**config.mk**
```make
export PLATFORM = sky130hd
export DESIGN_NAME = dct_coef_zigzag_reader
export DESIGN_NICKNAME = d
export VERILOG_FILES = /design/src/rtl/dct_pkg.sv /design/src/rtl/coef_bank_64.sv /design/src/rtl/dct_coef_zigzag_reader.sv
export SDC_FILE = /design/constraint.sdc
export NUM_CORES = 2
export LEC_CHECK = 0
export BUFFER_PORTS_ARGS = -buffer_cell sky130_fd_sc_hd__clkbuf_2
export CAP_MARGIN = 20
export CORE_AREA = 10 10 492 494
export DETAILED_ROUTE_END_ITERATION = 8
export DIE_AREA = 0 0 502 504
export PLACE_DENSITY = 0.7
export SLEW_MARGIN = 20
export SYNTH_ARGS = -nofsm -noshare
export SYNTH_HDL_FRONTEND = slang
export SYNTH_HIERARCHICAL = 1
export SYNTH_SLANG_ARGS = --single-unit
```
**constraint.sdc**
```tcl
create_clock -name clk -period 5.4 [get_ports clk]
set_clock_uncertainty 0.15 [all_clocks]
set_input_delay 0.54 -clock clk [delete_from_list [all_inputs] [get_ports clk]]
set_output_delay 0.54 -clock clk [all_outputs]
set_load 0.005 [all_outputs]
```
**src/rtl/dct_pkg.sv**
```systemverilog
`default_nettype none
// ============================================================================
// Module      : dct_pkg
// Description : Shared constants for the DCT coefficient reordering path:
//               block size, zigzag-to-raster table and the column-major
//               buffer address helper.
// Revision    : 1.0 - initial release
// ============================================================================
package dct_pkg;

  localparam int BLK = 64;

  // Zigzag index -> raster index (row*8 + col)
  localparam logic [5:0] ZZ_RASTER [0:BLK-1] = '{
    6'd0,  6'd1,  6'd8,  6'd16, 6'd9,  6'd2,  6'd3,  6'd10,
    6'd17, 6'd24, 6'd32, 6'd25, 6'd18, 6'd11, 6'd4,  6'd5,
    6'd12, 6'd19, 6'd26, 6'd33, 6'd40, 6'd48, 6'd41, 6'd34,
    6'd27, 6'd20, 6'd13, 6'd6,  6'd7,  6'd14, 6'd21, 6'd28,
    6'd35, 6'd42, 6'd49, 6'd56, 6'd57, 6'd50, 6'd43, 6'd36,
    6'd29, 6'd22, 6'd15, 6'd23, 6'd30, 6'd37, 6'd44, 6'd51,
    6'd58, 6'd59, 6'd52, 6'd45, 6'd38, 6'd31, 6'd39, 6'd46,
    6'd53, 6'd60, 6'd61, 6'd54, 6'd47, 6'd55, 6'd62, 6'd63
  };

  // Buffer address of zigzag index z: the DCT writes column order, so the
  // raster index r maps to (r%8)*8 + r/8, i.e. the two 3-bit halves swapped.
  function automatic logic [5:0] zz_addr(input logic [5:0] z);
    logic [5:0] r;
    r = ZZ_RASTER[z];
    return {r[2:0], r[5:3]};
  endfunction

endpackage
`default_nettype wire

```
**src/rtl/coef_bank_64.sv**
```systemverilog
`default_nettype none
// ============================================================================
// Module      : coef_bank_64
// Description : 64-entry coefficient buffer, one synchronous write port and
//               one asynchronous read port.
// Revision    : 1.0 - initial release
// ============================================================================
module coef_bank_64
  import dct_pkg::*;
#(
  parameter int BITS = 25
) (
  input  logic            clk,
  input  logic            i_we,
  input  logic [5:0]      i_waddr,
  input  logic [BITS-1:0] i_wdata,
  input  logic [5:0]      i_raddr,
  output logic [BITS-1:0] o_rdata
);

  logic [BITS-1:0] r_mem [0:BLK-1];

  // Write one coefficient per accepted input sample
  always_ff @(posedge clk) begin
    if (i_we) begin
      r_mem[i_waddr] <= i_wdata;
    end
  end

  assign o_rdata = r_mem[i_raddr];

endmodule
`default_nettype wire

```
**src/rtl/dct_coef_zigzag_reader.sv**
```systemverilog
`default_nettype none
// ============================================================================
// Module      : dct_coef_zigzag_reader
// Description : Accepts 8x8 DCT blocks in column order into a ping-pong pair
//               of buffers and re-emits each block in JPEG zigzag order.
//               One coefficient per clock on each side, no inter-block gaps.
// Revision    : 1.0 - initial release
// ============================================================================
module dct_coef_zigzag_reader
  import dct_pkg::*;
#(
  parameter int bits    = 25,
  parameter int N_BANKS = 2
) (
  input  logic            clk,
  input  logic            rst,
  input  logic [bits-1:0] in,
  input  logic            in_valid,
  output logic            in_ready,
  output logic [bits-1:0] O,
  output logic            out_valid,
  input  logic            out_ready,
  output logic            out_first,
  output logic            out_last
);

  logic [N_BANKS-1:0] r_full;
  logic               r_wbank;
  logic               r_rbank;
  logic [5:0]         r_wcnt;
  logic [5:0]         r_rcnt;
  logic [bits-1:0]    r_o;
  logic               r_out_valid;
  logic               r_out_first;
  logic               r_out_last;

  logic               w_in_fire;
  logic               w_load;
  logic               w_wr_last;
  logic               w_rd_last;
  logic [5:0]         w_raddr;
  logic [bits-1:0]    w_rdata [N_BANKS];

  assign in_ready  = !r_full[r_wbank];
  assign w_in_fire = in_valid && in_ready;
  assign w_wr_last = (r_wcnt == 6'd63);
  // Output register refills whenever it is empty or being drained
  assign w_load    = r_full[r_rbank] && (!r_out_valid || out_ready);
  assign w_rd_last = (r_rcnt == 6'd63);
  assign w_raddr   = zz_addr(r_rcnt);

  generate
    for (genvar b = 0; b < N_BANKS; b++) begin : g_bank
      coef_bank_64 #(.BITS(bits)) u_bank (
        .clk     (clk),
        .i_we    (w_in_fire && (r_wbank == 1'(b))),
        .i_waddr (r_wcnt),
        .i_wdata (in),
        .i_raddr (w_raddr),
        .o_rdata (w_rdata[b])
      );
    end
  endgenerate

  // Write-side counter and bank pointer
  always_ff @(posedge clk) begin
    if (rst) begin
      r_wcnt  <= 6'd0;
      r_wbank <= 1'b0;
    end else if (w_in_fire) begin
      r_wcnt <= r_wcnt + 6'd1;
      if (w_wr_last) begin
        r_wbank <= ~r_wbank;
      end
    end
  end

  // Bank-full flags: set by the last write, cleared by the last read.
  // Set and clear never target the same bank on one edge.
  always_ff @(posedge clk) begin
    if (rst) begin
      r_full <= '0;
    end else begin
      if (w_in_fire && w_wr_last) begin
        r_full[r_wbank] <= 1'b1;
      end
      if (w_load && w_rd_last) begin
        r_full[r_rbank] <= 1'b0;
      end
    end
  end

  // Read-side zigzag counter and bank pointer
  always_ff @(posedge clk) begin
    if (rst) begin
      r_rcnt  <= 6'd0;
      r_rbank <= 1'b0;
    end else if (w_load) begin
      r_rcnt <= r_rcnt + 6'd1;
      if (w_rd_last) begin
        r_rbank <= ~r_rbank;
      end
    end
  end

  // Output register with block-boundary markers
  always_ff @(posedge clk) begin
    if (rst) begin
      r_o         <= '0;
      r_out_valid <= 1'b0;
      r_out_first <= 1'b0;
      r_out_last  <= 1'b0;
    end else if (w_load) begin
      r_o         <= w_rdata[r_rbank];
      r_out_valid <= 1'b1;
      r_out_first <= (r_rcnt == 6'd0);
      r_out_last  <= w_rd_last;
    end else if (r_out_valid && out_ready) begin
      r_out_valid <= 1'b0;
      r_out_first <= 1'b0;
      r_out_last  <= 1'b0;
    end
  end

  assign O         = r_o;
  assign out_valid = r_out_valid;
  assign out_first = r_out_first;
  assign out_last  = r_out_last;

endmodule
`default_nettype wire

```
After elaboration in Yosys (flattened, before gate mapping)
Memories as Yosys holds them, arrays and structs flattened.
Index checks and enable logic that the tools add are counted.
{"block": "op_classes", "addsub": 2, "magnitude_cmp": 6, "eq_ne": 2, "n_mux": 24, "n_bitwise": 7, "reduce_logical": 16}
{"operator": "25-bit two-way mux", "n": 3}
{"operator": "1-bit two-way mux", "n": 14}
{"operator": "6-bit by 1-bit adder with 6-bit output, second input constant", "n": 2}
{"operator": "6-bit equality test, second input constant", "n": 2}
{"operator": "6-bit two-way mux", "n": 2}
{"operator": "1-bit logical AND", "n": 9}
{"operator": "7-bit greater-or-equal comparator, second input constant", "n": 1}
{"operator": "6-bit inverter with 7-bit output", "n": 1}
{"operator": "6-bit logical NOT", "n": 1}
{"operator": "2-bit two-way mux", "n": 3}
{"operator": "1-bit by 2-bit less-than comparator with 1-bit output, second input constant", "n": 2}
{"operator": "2-bit AND reduction", "n": 2}
{"operator": "2-bit bitwise AND", "n": 1}
{"operator": "1-bit demux with 1-bit select", "n": 2}
{"operator": "1-bit greater-or-equal comparator, second input constant", "n": 2}
{"operator": "2-bit greater-or-equal comparator, second input constant", "n": 1}
{"operator": "1-bit logical NOT", "n": 2}
{"operator": "1-bit inverter", "n": 2}
{"operator": "1-bit inverter with 2-bit output", "n": 1}
{"operator": "2-bit inverter", "n": 1}
{"operator": "2-bit OR", "n": 1}
{"operator": "2-bit nonzero test", "n": 1}
{"operator": "1-bit logical OR", "n": 1}
{"block": "word_totals", "regBits": 44, "ram_bits": 3200, "rom_bits": 384, "inputBits": 29, "out_inout_bits": 29, "word_cells": 69, "memories": 3}
{"name": "g_bank[0].u_bank.r_mem", "words": 64, "width": 25, "rd": 1, "rd_ports_with_merged_regs": 0, "wr": 1, "line": "coef_bank_64.sv:21", "source": "logic [BITS-1:0] r_mem [0:BLK-1];"}
{"name": "g_bank[1].u_bank.r_mem", "words": 64, "width": 25, "rd": 1, "rd_ports_with_merged_regs": 0, "wr": 1, "line": "coef_bank_64.sv:21"}
{"name": "(no name shown)", "words": 64, "width": 6, "rd": 1, "rd_ports_with_merged_regs": 0, "wr": 0, "line": "dct_pkg.sv:29", "source": "r = ZZ_RASTER[z];"}

Depth between registers and ports, before layout
{"block": "logic_depth", "word_depth": 9, "mapped_depth": 20, "depth_no_buf": 13}

Modules after synthesis
The synthesis kept the hierarchy.
{"mod": "coef_bank_64", "n_inst": 2, "cells_each": 2825, "area_per_inst_um2": 61997.0}
{"mod": "dct_coef_zigzag_reader", "n_inst": 1, "cells_each": 316, "area_per_inst_um2": 2773.9}

Worst setup path before layout
OpenSTA, ideal clock, no wires.
{"block": "synth_timing", "path_kind": "register to register", "start": "reg r_rcnt[0]", "end": "reg r_o[23], in the netlist O[23]", "setup_time_ps": 142, "t_arrival_ps": 4065, "required_time_ps": 5108, "slack_ps": 1043, "path_stages_with_launch": 20, "path_buffers": 6, "cell_sequence": "dfxtp_1 -> buf_1 -> inv_1 -> ha_1 -> clkbuf_1 -> nand2b_1 -> a21boi_0 -> mux4_2 -> mux2i_1 -> buf_6 -> buf_6 -> buf_6 -> buf_4 -> mux4_2 -> nand2_1 -> nand2_1 -> o211ai_1 -> o21ai_1 -> mux2i_1 -> a211oi_2"}
{"item": "start, declared", "line": "dct_coef_zigzag_reader.sv:31", "source": "logic [5:0] r_rcnt;"}
{"item": "start signal, assigned", "line": "dct_coef_zigzag_reader.sv:99", "source": "r_rcnt <= r_rcnt + 6'd1;"}
{"item": "end signal, assigned", "line": "dct_coef_zigzag_reader.sv:114", "source": "r_o <= w_rdata[r_rbank];"}
{"item": "end, declared", "line": "dct_coef_zigzag_reader.sv:32", "source": "logic [bits-1:0] r_o;"}

==> reports/metrics.csv <==
metric;value;unit
Syn Std Cell Area;127000;um^2
Skew-Pair Late Insertion Delay;0.94;ns
final wirelength;331;mm
fin cells;9687;
Inst Count DP;9096;
synthesized instance count;5966;
clock tree from TritonCTS;built;
Synth Flop Type;edfxtp_1;
Max-slew headroom;18.7;%
type of the worst setup path;register to register;
PwrDens;353;nW/um^2
met2 Usage GRT;39.9;%
Arr. time, crit path;6.00;ns
final hold violations;0;
Tot GR Track Use;25.7;%
min setup slack post-route;0.117;ns
EDFF count, synth;3200;
Hold Path End;g_bank[1].u_bank/r_mem[21][18]$_DFFE_PP_;
largest net degree at the start of global routing;97;
die width;502;um
Site Rows;177;
r2r setup slk;0.12;ns
max-cap viol count;0;
crit path max fanout;60;
GR Util met1;35.7;%
post-route ant nets;0;
CTS sink cnt;3244;
final core utilization;61.7;%
clock-pin slew on the worst setup and hold paths;0.06;ns
slowest stage delay, CP;0.57;ns
Final nets;6443;
Worst-Margin Slew;1.22;ns
critical path required time;6.12;ns
Initial Util;54.7;%
Crit-path slowest cell;a22oi_1;
Leakage;43.4;nW
CTS Buf Count;330;
grt total ovfl;0;
IO buf count;57;
I/O pin count;58;
Hold WC Path Type;primary input to register;
worst r2r dst;O[13]$_SDFFE_PP0P_;
HPWL after detailed placement;196;mm
setup TNS;0;ns
Crit path buffers/inverters;3;
Setup WS pre-CTS;-0.423;ns
Final Cycle Share;97.8;%
Design Power;50.4;mW
min-delay src;in[18];
Hold WS;0.00812;ns
# H-tree levels;5;
#FFs+latches synth;3244;
vias in the first global route;62763;
design area;143000;um^2
number of DRC markers in iteration 0;8763;
first-pass GRT wire length;471;mm
VDD IR max;433;uV
Ys Warns;6;
pins over their slew limit;0;
final setup vio count;0;
grt peak-use layer;met2;
DR vias/cell;6.60;
GR Util met3;5.11;%
clock buffer depth;4;
Filler Cells Inserted;15531;
Net Count, Synth;6012;
reg2reg start;r_rcnt[1]$_SDFFE_PP0P_;
Distinct cells, synth;67;
placed cell area;132000;um^2
routability cong.;0.887;
post-synthesis async set-or-reset flop share;0;%
# DRC;0;
status;finished, final reports clean;
area added between synthesis and finish;12.8;%
commonest non-fill, non-tap cell in the layout;edfxtp_1;
CP Capture Type;register;
die height;504;um
crit path time final;5.28;ns
Avg Synthesized Cell Area;21.2;um^2
commonest non-fill, non-tap cells in the layout;edfxtp_1 (3200), mux4_2 (605), buf_4 (363);
register area share after synthesis;76.5;%
via count;63886;
Detailed Routing Iterations Pass 1;6;
initial antenna violation count;18;
Top delay family on crit path;compound AO/OA/AOI/OAI gates;
CP Depth;15;
fraction of layout instances using a drive strength above 1;29.5;%
Core ar.;232000;um^2
drt wl/cell;34.2;um
CP Launch Type;register;
WHS Path Cells;1;
worst path cell trace;inv_1 > ha_1 > nand2b_1 > a21boi_0 > mux4_2 > mux2i_4 > buf_6 > buf_16 > mux4_2 > mux2i_1 > a22oi_1 > o311ai_1 > a21oi_2 > mux2i_1 > a211oi_1;
CTS root buf;clkbuf_16;
maximum achievable frequency;189;MHz
cells on worst reg2reg path;15;
Die ar.;253000;um^2
-- area by class of cell --
class	instances	area, um^2	area share [%]
antenna	3	7.51	0.00525
clock buffer	402	8730	6.10
clock inverter	174	1560	1.09
inverter	9	33.8	0.0236
multi-input combinational	2355	27800	19.4
sequential	3244	97000	67.8
tap	3043	3810	2.66
timing repair buffer	457	4070	2.85
-- worst reg2reg max path: cells and delay by family (launching register included) --
kind | cells | cell delay [ns]
multiplexers | 5 | 1.53
AO/OA/AOI/OAI | 5 | 1.85
flip-flops | 1 | 0.42
adder cells (fa/ha/maj) | 1 | 0.32
buffers and inverters | 3 | 0.80
AND/OR/NAND/NOR | 1 | 0.16
-- kinds of logic after synthesis --
group | share of synthesized area, %
buf+inv | 1.97
compound gates | 3.70
fa+ha+maj | 0.168
mux | 15.7
simple gates | 1.92
flops | 76.5
xor+xnor | 0.0829
-- cell usage after synthesis (all sizes together), types with 17 or more instances --
cell type,number,area share (%)
mux2,254,2.3
o211ai,44,0.26
edfxtp,3200,76
dfxtp,44,0.69
mux2i,293,2.3
nor3,57,0.23
o21ai,86,0.34
nor2b,51,0.25
a22o,36,0.25
a211oi,65,0.42
nor2,230,0.69
a22oi,76,0.53
nand3,21,0.083
o22ai,193,0.95
buf,248,1.6
a21oi,45,0.18
nand2,42,0.12
mux4,621,11
clkbuf,110,0.33
a21o,37,0.22
ha,17,0.17
o311ai,37,0.26
-- power by group --
part	switching (mW)	leakage, nW	internal, mW
logic	0.622	9.25	0.103
clock network	9.22	5.04	12.8
registers	0.0175	29.1	27.7
total	9.86	43.4	40.6
-- layer usage --
| metal | wire [um] | share of wire, % |
|---|---|---|
| met4 | 17000 | 5.1 |
| met3 | 34200 | 10 |
| met1 | 122000 | 37 |
| met2 | 158000 | 48 |
| met5 | 36 | 0.011 |
-- timing repair --
| action | 4_1_cts | 5_1_grt |
|---|---|---|
| endpoints found under the hold margin | 99 | 28 |
| pin swaps | 1 | 0 |
| gates resized for setup | 19 | 10 |
| endpoints found under the setup margin | 15 | 22 |
| cloned | 1 | 2 |
| hold buffers | 6 | 1 |
| buffers inserted | 0 | 1 |
-- worst max-delay path by stage --
stage	start	end	slack [ns]
global route	r_rcnt[1]$_SDFFE_PP0P_	O[16]$_SDFFE_PP0P_	-0.05
floorplan	r_rcnt[0]$_SDFFE_PP0P_	O[23]$_SDFFE_PP0P_	1.04
CTS	r_rcnt[1]$_SDFFE_PP0P_	O[22]$_SDFFE_PP0P_	-0.14
global placement	r_rcnt[1]$_SDFFE_PP0P_	O[13]$_SDFFE_PP0P_	-0.39
finish	r_rcnt[1]$_SDFFE_PP0P_	O[13]$_SDFFE_PP0P_	0.12
detailed placement	r_rcnt[1]$_SDFFE_PP0P_	O[22]$_SDFFE_PP0P_	-0.42
-- state kept, by name, indices dropped and copies added (netlist names) --
signal	count
O	25
g_bank.u_bank/r_mem	3200
out_first	1
out_last	1
out_valid	1
r_full	2
r_rbank	1
r_rcnt	6
r_wbank	1
r_wcnt	6
No activity file was read; power rests on OpenSTA's default activity.
